File: config.mk
export PLATFORM = sky130hd
export DESIGN_NAME = char_tile_writer_flat
export DESIGN_NICKNAME = d
export VERILOG_FILES = /design/src/rtl/char_tile_writer_if.sv /design/src/rtl/char_tile_writer.sv /design/src/flat_wrapper.sv
export SDC_FILE = /design/constraint.sdc
export NUM_CORES = 1
export LEC_CHECK = 0
export CAP_MARGIN = 20
export CORE_MARGIN = 10
export CORE_UTILIZATION = 45
export DETAILED_ROUTE_END_ITERATION = 10
export PLACE_DENSITY = 0.78
export SKIP_CTS_REPAIR_TIMING = 1
export SYNTH_ARGS = -nofsm -noshare
export SYNTH_HDL_FRONTEND = slang
export SYNTH_SLANG_ARGS = --single-unit
File: constraint.sdc
create_clock -name clock -period 4.6 [get_ports clock]
set_input_delay 1.15 -clock clock [delete_from_list [all_inputs] [get_ports clock]]
set_output_delay 1.15 -clock clock [all_outputs]
set_load 0.02 [all_outputs]
File: src/rtl/char_tile_writer_if.sv
// Character-load stream and framebuffer write-port bundle for char_tile_writer.
// master = loader/framebuffer side, slave = the tile writer.
interface char_tile_writer_if #(
    parameter int unsigned DATA_WIDTH = 12,
    parameter int unsigned X_WIDTH    = 5,
    parameter int unsigned Y_WIDTH    = 5
);
    localparam int unsigned CHAR_ADDR_SIZE = X_WIDTH + Y_WIDTH;
    localparam int unsigned FB_ADDR_WIDTH  = 2 * CHAR_ADDR_SIZE;

    logic [DATA_WIDTH-1:0]     in_data;
    logic [CHAR_ADDR_SIZE-1:0] in_address;
    logic                      in_load_enable;
    logic [X_WIDTH-1:0]        in_x;
    logic [Y_WIDTH-1:0]        in_y;
    logic                      fb_we;
    logic [FB_ADDR_WIDTH-1:0]  fb_addr;
    logic [DATA_WIDTH-1:0]     fb_data;
    logic                      busy;
    logic                      tile_done;
    logic                      tile_abort;
    logic                      seq_error;

    modport master (
        output in_data, in_address, in_load_enable, in_x, in_y,
        input  fb_we, fb_addr, fb_data, busy, tile_done, tile_abort, seq_error
    );

    modport slave (
        input  in_data, in_address, in_load_enable, in_x, in_y,
        output fb_we, fb_addr, fb_data, busy, tile_done, tile_abort, seq_error
    );
endinterface

File: src/rtl/char_tile_writer.sv
// Receives a character tile from the ROM loader and writes it into the framebuffer.
// Optional feature: define CHAR_TILE_TRANSPARENT_EN to skip writes of the key colour.
module char_tile_writer #(
    parameter int unsigned DATA_WIDTH = 12,
    parameter int unsigned X_WIDTH    = 5,
    parameter int unsigned Y_WIDTH    = 5
`ifdef CHAR_TILE_TRANSPARENT_EN
    ,
    parameter logic [DATA_WIDTH-1:0] TRANSPARENT_COLOR = 12'hF0F
`endif
) (
    input logic              clock,
    input logic              reset,
    char_tile_writer_if.slave tile_io
);
    localparam int unsigned CHAR_ADDR_SIZE = X_WIDTH + Y_WIDTH;
    localparam int unsigned FB_ADDR_WIDTH  = 2 * CHAR_ADDR_SIZE;
    localparam int unsigned CNT_W          = CHAR_ADDR_SIZE + 1;
    localparam logic [CNT_W-1:0] CHAR_SIZE = CNT_W'(1) << CHAR_ADDR_SIZE;

    typedef enum logic [1:0] {StIdle, StRecv, StHold} state_e;

    state_e                    state_q, state_d;
    logic [CNT_W-1:0]          count_q, count_d, count_inc;
    logic [X_WIDTH-1:0]        x_lat_q, x_lat_d, x_sel;
    logic [Y_WIDTH-1:0]        y_lat_q, y_lat_d, y_sel;
    logic                      accept, wr_en;
    logic                      done_q, done_d, abort_q, abort_d, seq_q, seq_d;
    logic                      s1_we_q;
    logic [FB_ADDR_WIDTH-1:0]  s1_addr_q, s1_addr_d;
    logic [DATA_WIDTH-1:0]     s1_data_q;
    logic                      fb_we_q;
    logic [FB_ADDR_WIDTH-1:0]  fb_addr_q;
    logic [DATA_WIDTH-1:0]     fb_data_q;

    always_comb begin
        state_d   = state_q;
        count_d   = count_q;
        x_lat_d   = x_lat_q;
        y_lat_d   = y_lat_q;
        accept    = 1'b0;
        done_d    = 1'b0;
        abort_d   = 1'b0;
        count_inc = count_q + CNT_W'(1);
        case (state_q)
            StIdle: begin
                if (tile_io.in_load_enable) begin
                    accept  = 1'b1;
                    x_lat_d = tile_io.in_x;
                    y_lat_d = tile_io.in_y;
                    count_d = CNT_W'(1);
                    state_d = StRecv;
                end
            end
            StRecv: begin
                if (tile_io.in_load_enable) begin
                    accept = 1'b1;
                    if (count_inc == CHAR_SIZE) begin
                        done_d  = 1'b1;
                        count_d = '0;
                        state_d = StHold;
                    end else begin
                        count_d = count_inc;
                    end
                end else begin
                    abort_d = 1'b1;
                    count_d = '0;
                    state_d = StIdle;
                end
            end
            StHold: begin
                if (!tile_io.in_load_enable) state_d = StIdle;
            end
            default: state_d = StIdle;
        endcase
    end

    // The first word of a tile uses the live x/y; they are being latched on the same edge.
    always_comb begin
        x_sel     = (state_q == StIdle) ? tile_io.in_x : x_lat_q;
        y_sel     = (state_q == StIdle) ? tile_io.in_y : y_lat_q;
        s1_addr_d = {y_sel, tile_io.in_address[CHAR_ADDR_SIZE-1:X_WIDTH],
                     x_sel, tile_io.in_address[X_WIDTH-1:0]};
        seq_d     = accept && (tile_io.in_address != count_q[CHAR_ADDR_SIZE-1:0]);
`ifdef CHAR_TILE_TRANSPARENT_EN
        wr_en     = accept && (tile_io.in_data != TRANSPARENT_COLOR);
`else
        wr_en     = accept;
`endif
    end

    always_ff @(posedge clock or posedge reset) begin
        if (reset) begin
            state_q   <= StIdle;
            count_q   <= '0;
            x_lat_q   <= '0;
            y_lat_q   <= '0;
            done_q    <= 1'b0;
            abort_q   <= 1'b0;
            seq_q     <= 1'b0;
            s1_we_q   <= 1'b0;
            s1_addr_q <= '0;
            s1_data_q <= '0;
            fb_we_q   <= 1'b0;
            fb_addr_q <= '0;
            fb_data_q <= '0;
        end else begin
            state_q <= state_d;
            count_q <= count_d;
            x_lat_q <= x_lat_d;
            y_lat_q <= y_lat_d;
            done_q  <= done_d;
            abort_q <= abort_d;
            seq_q   <= seq_d;
            s1_we_q <= wr_en;
            fb_we_q <= s1_we_q;
            if (wr_en) begin
                s1_addr_q <= s1_addr_d;
                s1_data_q <= tile_io.in_data;
            end
            if (s1_we_q) begin
                fb_addr_q <= s1_addr_q;
                fb_data_q <= s1_data_q;
            end
        end
    end

    assign tile_io.fb_we      = fb_we_q;
    assign tile_io.fb_addr    = fb_addr_q;
    assign tile_io.fb_data    = fb_data_q;
    assign tile_io.busy       = (state_q != StIdle);
    assign tile_io.tile_done  = done_q;
    assign tile_io.tile_abort = abort_q;
    assign tile_io.seq_error  = seq_q;
endmodule
File: src/flat_wrapper.sv
// flat-port wrapper written by rule: the top's interface ports become plain ports
module char_tile_writer_flat 
#(
    parameter int unsigned DATA_WIDTH = 12,
    parameter int unsigned X_WIDTH    = 5,
    parameter int unsigned Y_WIDTH    = 5

)
  (clock, reset, tile_io_in_data, tile_io_in_address, tile_io_in_load_enable, tile_io_in_x, tile_io_in_y, tile_io_fb_we, tile_io_fb_addr, tile_io_fb_data, tile_io_busy, tile_io_tile_done, tile_io_tile_abort, tile_io_seq_error);
  char_tile_writer_if #(.DATA_WIDTH(DATA_WIDTH), .X_WIDTH(X_WIDTH), .Y_WIDTH(Y_WIDTH)) tile_io_i ();
  input logic clock;
  input logic reset;
  input wire logic [$bits(tile_io_i.in_data)-1:0] tile_io_in_data;
  input wire logic [$bits(tile_io_i.in_address)-1:0] tile_io_in_address;
  input wire logic [$bits(tile_io_i.in_load_enable)-1:0] tile_io_in_load_enable;
  input wire logic [$bits(tile_io_i.in_x)-1:0] tile_io_in_x;
  input wire logic [$bits(tile_io_i.in_y)-1:0] tile_io_in_y;
  output wire logic [$bits(tile_io_i.fb_we)-1:0] tile_io_fb_we;
  output wire logic [$bits(tile_io_i.fb_addr)-1:0] tile_io_fb_addr;
  output wire logic [$bits(tile_io_i.fb_data)-1:0] tile_io_fb_data;
  output wire logic [$bits(tile_io_i.busy)-1:0] tile_io_busy;
  output wire logic [$bits(tile_io_i.tile_done)-1:0] tile_io_tile_done;
  output wire logic [$bits(tile_io_i.tile_abort)-1:0] tile_io_tile_abort;
  output wire logic [$bits(tile_io_i.seq_error)-1:0] tile_io_seq_error;
  assign tile_io_i.in_data = tile_io_in_data;
  assign tile_io_i.in_address = tile_io_in_address;
  assign tile_io_i.in_load_enable = tile_io_in_load_enable;
  assign tile_io_i.in_x = tile_io_in_x;
  assign tile_io_i.in_y = tile_io_in_y;
  assign tile_io_fb_we = tile_io_i.fb_we;
  assign tile_io_fb_addr = tile_io_i.fb_addr;
  assign tile_io_fb_data = tile_io_i.fb_data;
  assign tile_io_busy = tile_io_i.busy;
  assign tile_io_tile_done = tile_io_i.tile_done;
  assign tile_io_tile_abort = tile_io_i.tile_abort;
  assign tile_io_seq_error = tile_io_i.seq_error;
  char_tile_writer #(.DATA_WIDTH(DATA_WIDTH), .X_WIDTH(X_WIDTH), .Y_WIDTH(Y_WIDTH)) u_core (.clock(clock), .reset(reset), .tile_io(tile_io_i));
endmodule
# Yosys cells after proc, flatten, opt, wreduce, memory -nomap -nowiden
# Cells that the tools add are included.
# word_totals
register_bits	92
input_bits	35
output_inout_bits	37
wordCells	47
# classes
add_sub_neg	1
eq_ne	7
mux	18
n_reduce_logical	8
# op_table
op	n
11-bit 2-to-1 mux	3
11-bit case mux with 2 select lines	1
11-bit by 1-bit adder with 11-bit output (second input constant)	1
11-bit == test (second input constant)	1
5-bit 2-to-1 mux	2
10-bit != test	1
2-bit 2-to-1 mux	4
1-bit 2-to-1 mux	7
2-bit case mux with 3 select lines	1
2-bit != test (second input constant)	2
2-bit AND reduction	2
2-bit nonzero test	2
3-bit by 2-bit != test with 1-bit output (second input constant)	1
3-bit AND reduction	1
2-bit by 1-bit == test with 1-bit output (second input constant)	1
2-bit == test (second input constant)	1
2-bit logical NOT	1
2-bit OR reduction	1
1-bit logical AND	1

# Longest topological paths before layout
# Gate-level depths: netlist (run 1).
# depth
ltp_word	5
ltp_mapped	7
ltp_nobuf	6

# Worst setup path before layout (run 1)
# OpenSTA, ideal clock, no wires.
# synth_path
path_kind	register to output
start	register u_core.state_q[0]
end	output port tile_io_busy
arrival_time_ps	1316
required_time_ps	3450
path_slack_ps	2134
path_stages_with_launch	4
n_path_buf	1
path_cell_list	dfrtp_1 buf_2 nor2_1 inv_1
# synth_between
elab_chain_cells	1
# synth_rtl
item	line	source
start: declaration	char_tile_writer.sv:23	state_e state_q, state_d;
start signal: assignment	char_tile_writer.sv:94	state_q <= StIdle;
start signal: assignment	char_tile_writer.sv:108	state_q <= state_d;
2-bit nonzero test	char_tile_writer.sv:131	assign tile_io.busy = (state_q != StIdle);
end: declaration	flat_wrapper.sv:21	output wire logic [$bits(tile_io_i.busy)-1:0] tile_io_busy;
# No other way between the ends.

# Worst setup path after layout (run 1)
# Same ends and word-level chain as after synthesis.

==> metrics.csv, run 1 <==
stage,metric,value,unit
timing,max_freq,335,MHz
place,numPlacedInstances,504,
drt,postRouteAntennaNets,0,
floorplanning,core-area,8340,um2
logic_synthesis,ys_seq_area_share,59.0,%
place,port_buffers,71,
run,drv_cap,0,
logic_synthesis,synth_most_common_cell,dfrtp_1,
clocking,h-tree-depth,3,
grt,grt_pass1_vias,2784,
clocking,clk_path_buf_depth,2,
drt,drtIter0Drc,163,
logic_synthesis,yosysTopAreaCell,dfrtp_1,
clocking,clkSlewWorstSetupHoldPaths,0.09,ns
timing,slew_headroom,39.9,%
floorplanning,die_y,113,um
pwr,p_leak,2.20,nW
logic_synthesis,syn-num-nets,381,
final_layout,antenna_cells,0,
logic_synthesis,synth_top_area_share,59.0,%
critical_path,worst_setup_path_start_kind,flip-flop,
clocking,cts_tree,yes,
grt,grt_pass1_wl,14.0,mm
grt,grt_max_degree,53,
floorplanning,ios,72,
logic_synthesis,synth_ff_type,dfrtp_1,
timing,rsz0062_at_grt,false,
worst_hold_path,min_path_cells,2,
final_layout,drive_gt1_share,16.6,%
critical_path,end_kind,output pin,
final_layout,syn_to_final_growth,24.7,%
clocking,cts_made_buffers,9,
final_layout,fin_nets,446,
logic_synthesis,yosys-top-cells-area,"dfrtp_1, mux2_2, nand2_1, mux2i_1, o21ai_0",
drt,drc,0,
logic_synthesis,ys_ff_latch,92,
clocking,clock-sinks,92,
grt,met1_usage,16.7,%
final_layout,fill_cells,712,
grt,met2_usage,21.2,%
logic_synthesis,synth.avg_cell_area,11.3,um2
drt,drt-wirelength-per-cell,16.2,um
logic_synthesis,postSynthCellCount,345,
final_layout,multi_input_area,1480,um2
grt,gr-usage-met3,5.23,%
worst_hold_path,hold_class,reg2reg,
run_status,status,"finished, final reports clean",
floorplanning,die_area,12800,um2
timing,max_slew.worst_pin.slew,0.900,ns
floorplanning,fp.dieW,113,um
critical_path,crit_type,reg2out,
critical_path,path_max_fanout,9,
pwr,power.density,365,nW/um2
critical_path,crit_arrival,1.84,ns
pwr,irDropWorstVdd,0.212,mV
drt,via_count,2672,
floorplanning,rows,33,
logic_synthesis,netlist_top_cells_count,"dfrtp_1, nand2_1, mux2_2",
final_layout,final_cells,520,
drt,drt-pass1-iter-count,4,
place,dp_hpwl,6.03,mm
timing,setup_tns,0,ns
grt,grt.total_usage,13.4,%
grt,overflow,0,
drt,via_per_inst,5.14,
timing,final-max-slew-violation-count,0,
clocking,worstSkewPairLatency,0.36,ns
timing,fin_crit,2.99,ns
logic_synthesis,syn_area,3900,um2
critical_path,reg2regPathDepth,6,
final_layout,utilization,58.3,%
place,routabilityCongestion,0.842,
logic_synthesis,synth_edf_count,0,
floorplanning,initial_core_util,46.8,%
logic_synthesis,yosys_warnings,0,
final_layout,regArea,2300,um2
clocking,clockRootBuffer,clkbuf_8,
timing,period_share,65.0,%
timing,setup_viol,0,
timing,finClkSkew,0.00541,ns
grt,antenna_found_initial,0,
grt,busiest_layer,met2,
critical_path,crit_required,3.45,ns
drt,routed_wl,8.41,mm
logic_synthesis,async_reset_ff_share,100,%
logic_synthesis,synth_cell_types,41,
timing,timing_hold_violations_final,0,
[cell usage in the layout (no fill, tap or decap), drive strengths merged, types with 3 or more instances in the layout]
cell type	count
dfrtp	92
nand2	86
clkdlybuf4s50	71
mux2	43
o21ai	19
clkbuf	11
mux2i	10
xor2	9
inv	6
xnor2	5
nand3	5
a21oi	5
buf	5
and3	4
nand4	4
and2	4
nor2	4
nor3	3
clkinvlp	3
[per-layer routing]
metal | routed length [um] | share of wire [%]
met1 | 3760 | 45
met2 | 3990 | 47
met3 | 553 | 6.6
met4 | 109 | 1.3
met5 | 0 | 0
[flip-flops by register name, summed over array words and instances (netlist names)]
register and cells:
u_core.s1_addr_q 20, u_core.tile_io.fb_addr 20, u_core.s1_data_q 12, u_core.tile_io.fb_data 12, u_core.count_q 11, u_core.x_lat_q 5
u_core.y_lat_q 5, u_core.state_q 2, u_core.s1_we_q 1, u_core.tile_io.fb_we 1, u_core.tile_io.seq_error 1, u_core.tile_io.tile_abort 1
u_core.tile_io.tile_done 1
[critical path, stage by stage (launching register included)]
cell	delay, ns
dfrtp_1	0.53
nor2_1	0.09
buf_4	0.20
inv_1	0.07
clkdlybuf4s50_1	0.60
[power by group]
part	internal [W]	leakage, nW	switching [W]
registers	0.000897	1.14	0.0000543
logic	0.000174	0.978	0.000159
clock network	0.000212	0.0820	0.000280
[cell type report]
cell class / instances / area share (%)
well taps: 105 / 2.70
clock buffers: 11 / 2.91
inverters: 6 / 0.489
flip-flops and latches: 92 / 47.3
multi-input cells: 225 / 30.4
clock inverters: 5 / 0.746
repair buffers: 76 / 15.4
[through the flow]
stage	hold WS, ns	worst slack (ns)	area, um2	power, W
4_1_cts	0.483	1.58	4860	0.00180
5_1_grt	0.503	1.49	4860	0.00187
3_5_place_dp	0.461	1.28	4690	0.00131
3_3_place_gp	0.452	1.36	4690	0.00130
6_report	0.481	1.61	4860	0.00178
2_1_floorplan	0.352	1.06	3900	0.00114
[kinds of logic (layout without fill, tap and decap cells)]
| logic type | Yosys count | count (layout) | share of synthesized area, % |
|---|---|---|---|
| simple gates | 121 | 121 | 13.8 |
| compound gates | 36 | 36 | 5.68 |
| fa+ha+maj | 1 | 1 | 0.321 |
| buf+inv | 28 | 98 | 3.08 |
| xor+xnor | 14 | 14 | 3.14 |
| mux | 53 | 53 | 15.0 |
| flops | 92 | 92 | 59.0 |
[final timing paths]
check                                                      start                                endpoint  slack [ns]
worst max-delay path               u_core.state_q[0]$_DFFE_PP0P_                            tile_io_busy        1.61
worst min-delay path            u_core.s1_addr_q[13]$_DFFE_PP0P_        u_core.s1_addr_q[13]$_DFFE_PP0P_        0.48
worst max register to register     u_core.count_q[0]$_DFFE_PP0P_          u_core.count_q[10]$_DFFE_PP0P_        2.18
worst min register to register  u_core.s1_addr_q[13]$_DFFE_PP0P_        u_core.s1_addr_q[13]$_DFFE_PP0P_        0.48
max in group asynchronous                                  reset         u_core.s1_addr_q[9]$_DFFE_PP0P_        2.50
min in group asynchronous                                  reset  u_core.tile_io.fb_data[11]$_DFFE_PP0P_        1.27
No activity file was read; power rests on OpenSTA's default activity.
==> run 2: changes to the inputs <==
==> constraint.sdc (replaced) <==
create_clock -name clock -period 3.11 [get_ports clock]
set_input_delay 0.7775 -clock clock [delete_from_list [all_inputs] [get_ports clock]]
set_output_delay 0.7775 -clock clock [all_outputs]
set_load 0.02 [all_outputs]
==> run 2 against run 1 <==
Routed wire length is 1.4% higher; register-to-register slack worse by 1.5 ns; non-clock buffer count is 2 higher; clock skew is 0.00055 ns lower; clock power is 75% higher; first-iteration DRC count is 31% higher; final cell count is 0.19% lower; flip-flop and latch count stayed put; worst hold slack worse by 0.0030 ns; sequential power is 48% higher; final area is 1.3% higher; critical path type unchanged; largest cell class unchanged.
==> metrics.csv, run 2 (synthesis gave the netlist of run 1 again) <==
stage,metric,value,unit,change
run_status,status,"finished, final reports clean",,unchanged
floorplanning,rows,33,,unchanged
grt,antenna_found_initial,0,,unchanged
final_layout,syn_to_final_growth,26.3,%,was 24.7%
final_layout,fin_nets,448,,was 446
clocking,clk_path_buf_depth,2,,unchanged
clocking,clockRootBuffer,clkbuf_8,,unchanged
timing,max_slew.worst_pin.slew,0.755,ns,was 0.900 ns
final_layout,antenna_cells,0,,unchanged
floorplanning,fp.dieW,113,um,unchanged
critical_path,crit_arrival,1.84,ns,about the same
timing,max_freq,383,MHz,
final_layout,mostFrequentLayoutCells,"dfrtp_1, nand2_1, clkdlybuf4s50_1",,unchanged
pwr,power.density,561,nW/um2,was 365 nW/um2
grt,grt_max_degree,93,,was 53
place,port_buffers,71,,unchanged
worst_hold_path,hold_class,reg2reg,,unchanged
drt,drc,0,,unchanged
pwr,p_leak,2.23,nW,was 2.20 nW
drt,drt-pass1-iter-count,4,,unchanged
clocking,cts_tree,yes,,unchanged
drt,postRouteAntennaNets,0,,unchanged
grt,grt_pass1_vias,2916,,was 2784
timing,fin_crit,2.61,ns,
pwr,p_seq_share,50.9,%,was 53.5%
critical_path,worst_setup_path_start_kind,flip-flop,,unchanged
grt,grt.total_usage,13.9,%,was 13.4%
timing,setup_slack,0.496,ns,was 1.61 ns
floorplanning,die_area,12800,um2,unchanged
grt,overflow,0,,unchanged
place,place_ws,0.574,ns,was 1.28 ns
pwr,intPower,0.00207,W,was 0.00128 W
timing,setup_tns,0,ns,unchanged
critical_path,path_max_fanout,9,,unchanged
timing,period_share,84.0,%,
run,drv_cap,0,,unchanged
pwr,irDropWorstVdd,0.343,mV,was 0.212 mV
critical_path,crit_type,reg2out,,unchanged
clocking,clkSlewWorstSetupHoldPaths,0.08,ns,was 0.09 ns
drt,via_per_inst,5.22,,was 5.14
timing,rsz0062_at_grt,false,,unchanged
floorplanning,core-area,8340,um2,unchanged
floorplanning,initial_core_util,46.8,%,unchanged
critical_path,crit_required,2.33,ns,was 3.45 ns
timing,setup_viol,0,,unchanged
pwr,clkPwrFrac,31.1,%,was 27.7%
clocking,cts_made_buffers,9,,unchanged
final_layout,final_common_cell,dfrtp_1,,unchanged
timing,slew_headroom,49.7,%,was 39.9%
timing,finClkSkew,0.00486,ns,was 0.00541 ns
pwr,power,0.00277,W,was 0.00178 W
final_layout,drive_gt1_share,16.7,%,was 16.6%
drt,drtIter0Drc,214,,was 163
timing,final-max-slew-violation-count,0,,unchanged
timing,timing_hold_violations_final,0,,unchanged
floorplanning,ios,72,,unchanged
drt,via_count,2709,,was 2672
pwr,sw_frac_of_total,25.1,%,was 27.7%
grt,grt_pass1_wl,14.7,mm,was 14.0 mm
clocking,worstSkewPairLatency,0.34,ns,was 0.36 ns
place,routabilityCongestion,0.831,,was 0.842
clocking,h-tree-depth,3,,unchanged
pwr,combPwrFrac,18.0,%,was 18.8%
drt,routed_wl,8.53,mm,was 8.41 mm
critical_path,end_kind,output pin,,unchanged
place,dp_hpwl,6.08,mm,was 6.03 mm
pwr,p_sw,0.000694,W,was 0.000493 W
clocking,clock-sinks,92,,unchanged
floorplanning,die_y,113,um,unchanged
drt,drt-wirelength-per-cell,16.4,um,was 16.2 um
-- run 2: power groups by stage --
| stage | sequential [W] | combinational [W] | clock, W |
|---|---|---|---|
| after global placement | 0.00142 | 0.000495 | 0 |
| after global routing | 0.00143 | 0.000545 | 0.000939 |
| final | 0.00141 | 0.000498 | 0.000861 |
| after floorplan | 0.00149 | 0.000196 | 0 |
| after detailed placement | 0.00143 | 0.000508 | 0 |
| after CTS | 0.00141 | 0.000511 | 0.000890 |
-- run 2: cell type report --
| cell class | instances | area (um2) |
|---|---|---|
| timing repair buffer | 78 | 776 |
| multi-input combinational | 225 | 1480 |
| sequential | 92 | 2300 |
| inverter | 6 | 26.3 |
| clock inverter | 2 | 60.1 |
| tap | 105 | 131 |
| fill | 704 | 3410 |
| clock buffer | 11 | 151 |
-- run 2: per-layer routing --
metal  up-vias  global-route usage (%)  part of all wire [%]
met2        79                    23.3                    51
met1      1330                    16.2                    42
li1       1290                       -                     -
met4         0                    4.65                   1.2
met3        10                    4.86                   6.3
met5         -                       0                     0
-- run 2: worst max-delay path: stages (launching register included) --
cell             delay (ns)
dfrtp_1                0.52
nor2_1                 0.10
buf_4                  0.20
inv_1                  0.06
clkdlybuf4s50_1        0.61
-- run 2: path summary, 6_finish.rpt --
path | startpoint | to | slack (ns) | cells after the start
min in group asynchronous | reset | u_core.s1_addr_q[12]$_DFFE_PP0P_ | 0.88 | 3
max reg2reg | u_core.count_q[0]$_DFFE_PP0P_ | u_core.count_q[10]$_DFFE_PP0P_ | 0.66 | 6
min | u_core.s1_addr_q[13]$_DFFE_PP0P_ | u_core.s1_addr_q[13]$_DFFE_PP0P_ | 0.48 | 2
max | u_core.state_q[0]$_DFFE_PP0P_ | tile_io_busy | 0.50 | 4
max in group asynchronous | reset | u_core.count_q[9]$_DFFE_PP0P_ | 1.82 | 3
min reg2reg | u_core.s1_addr_q[13]$_DFFE_PP0P_ | u_core.s1_addr_q[13]$_DFFE_PP0P_ | 0.48 | 2
-- run 2: stage by stage --
step	hold WS, ns	instance area [um2]	utilization [%]	cells
5_1_grt	0.505	4930	59.1	519
3_5_place_dp	0.458	4720	56.5	506
3_3_place_gp	0.451	4720	56.5	506
4_1_cts	0.482	4930	59.1	519
2_1_floorplan	0.352	3900	-	345
6_report	0.478	4930	59.1	519
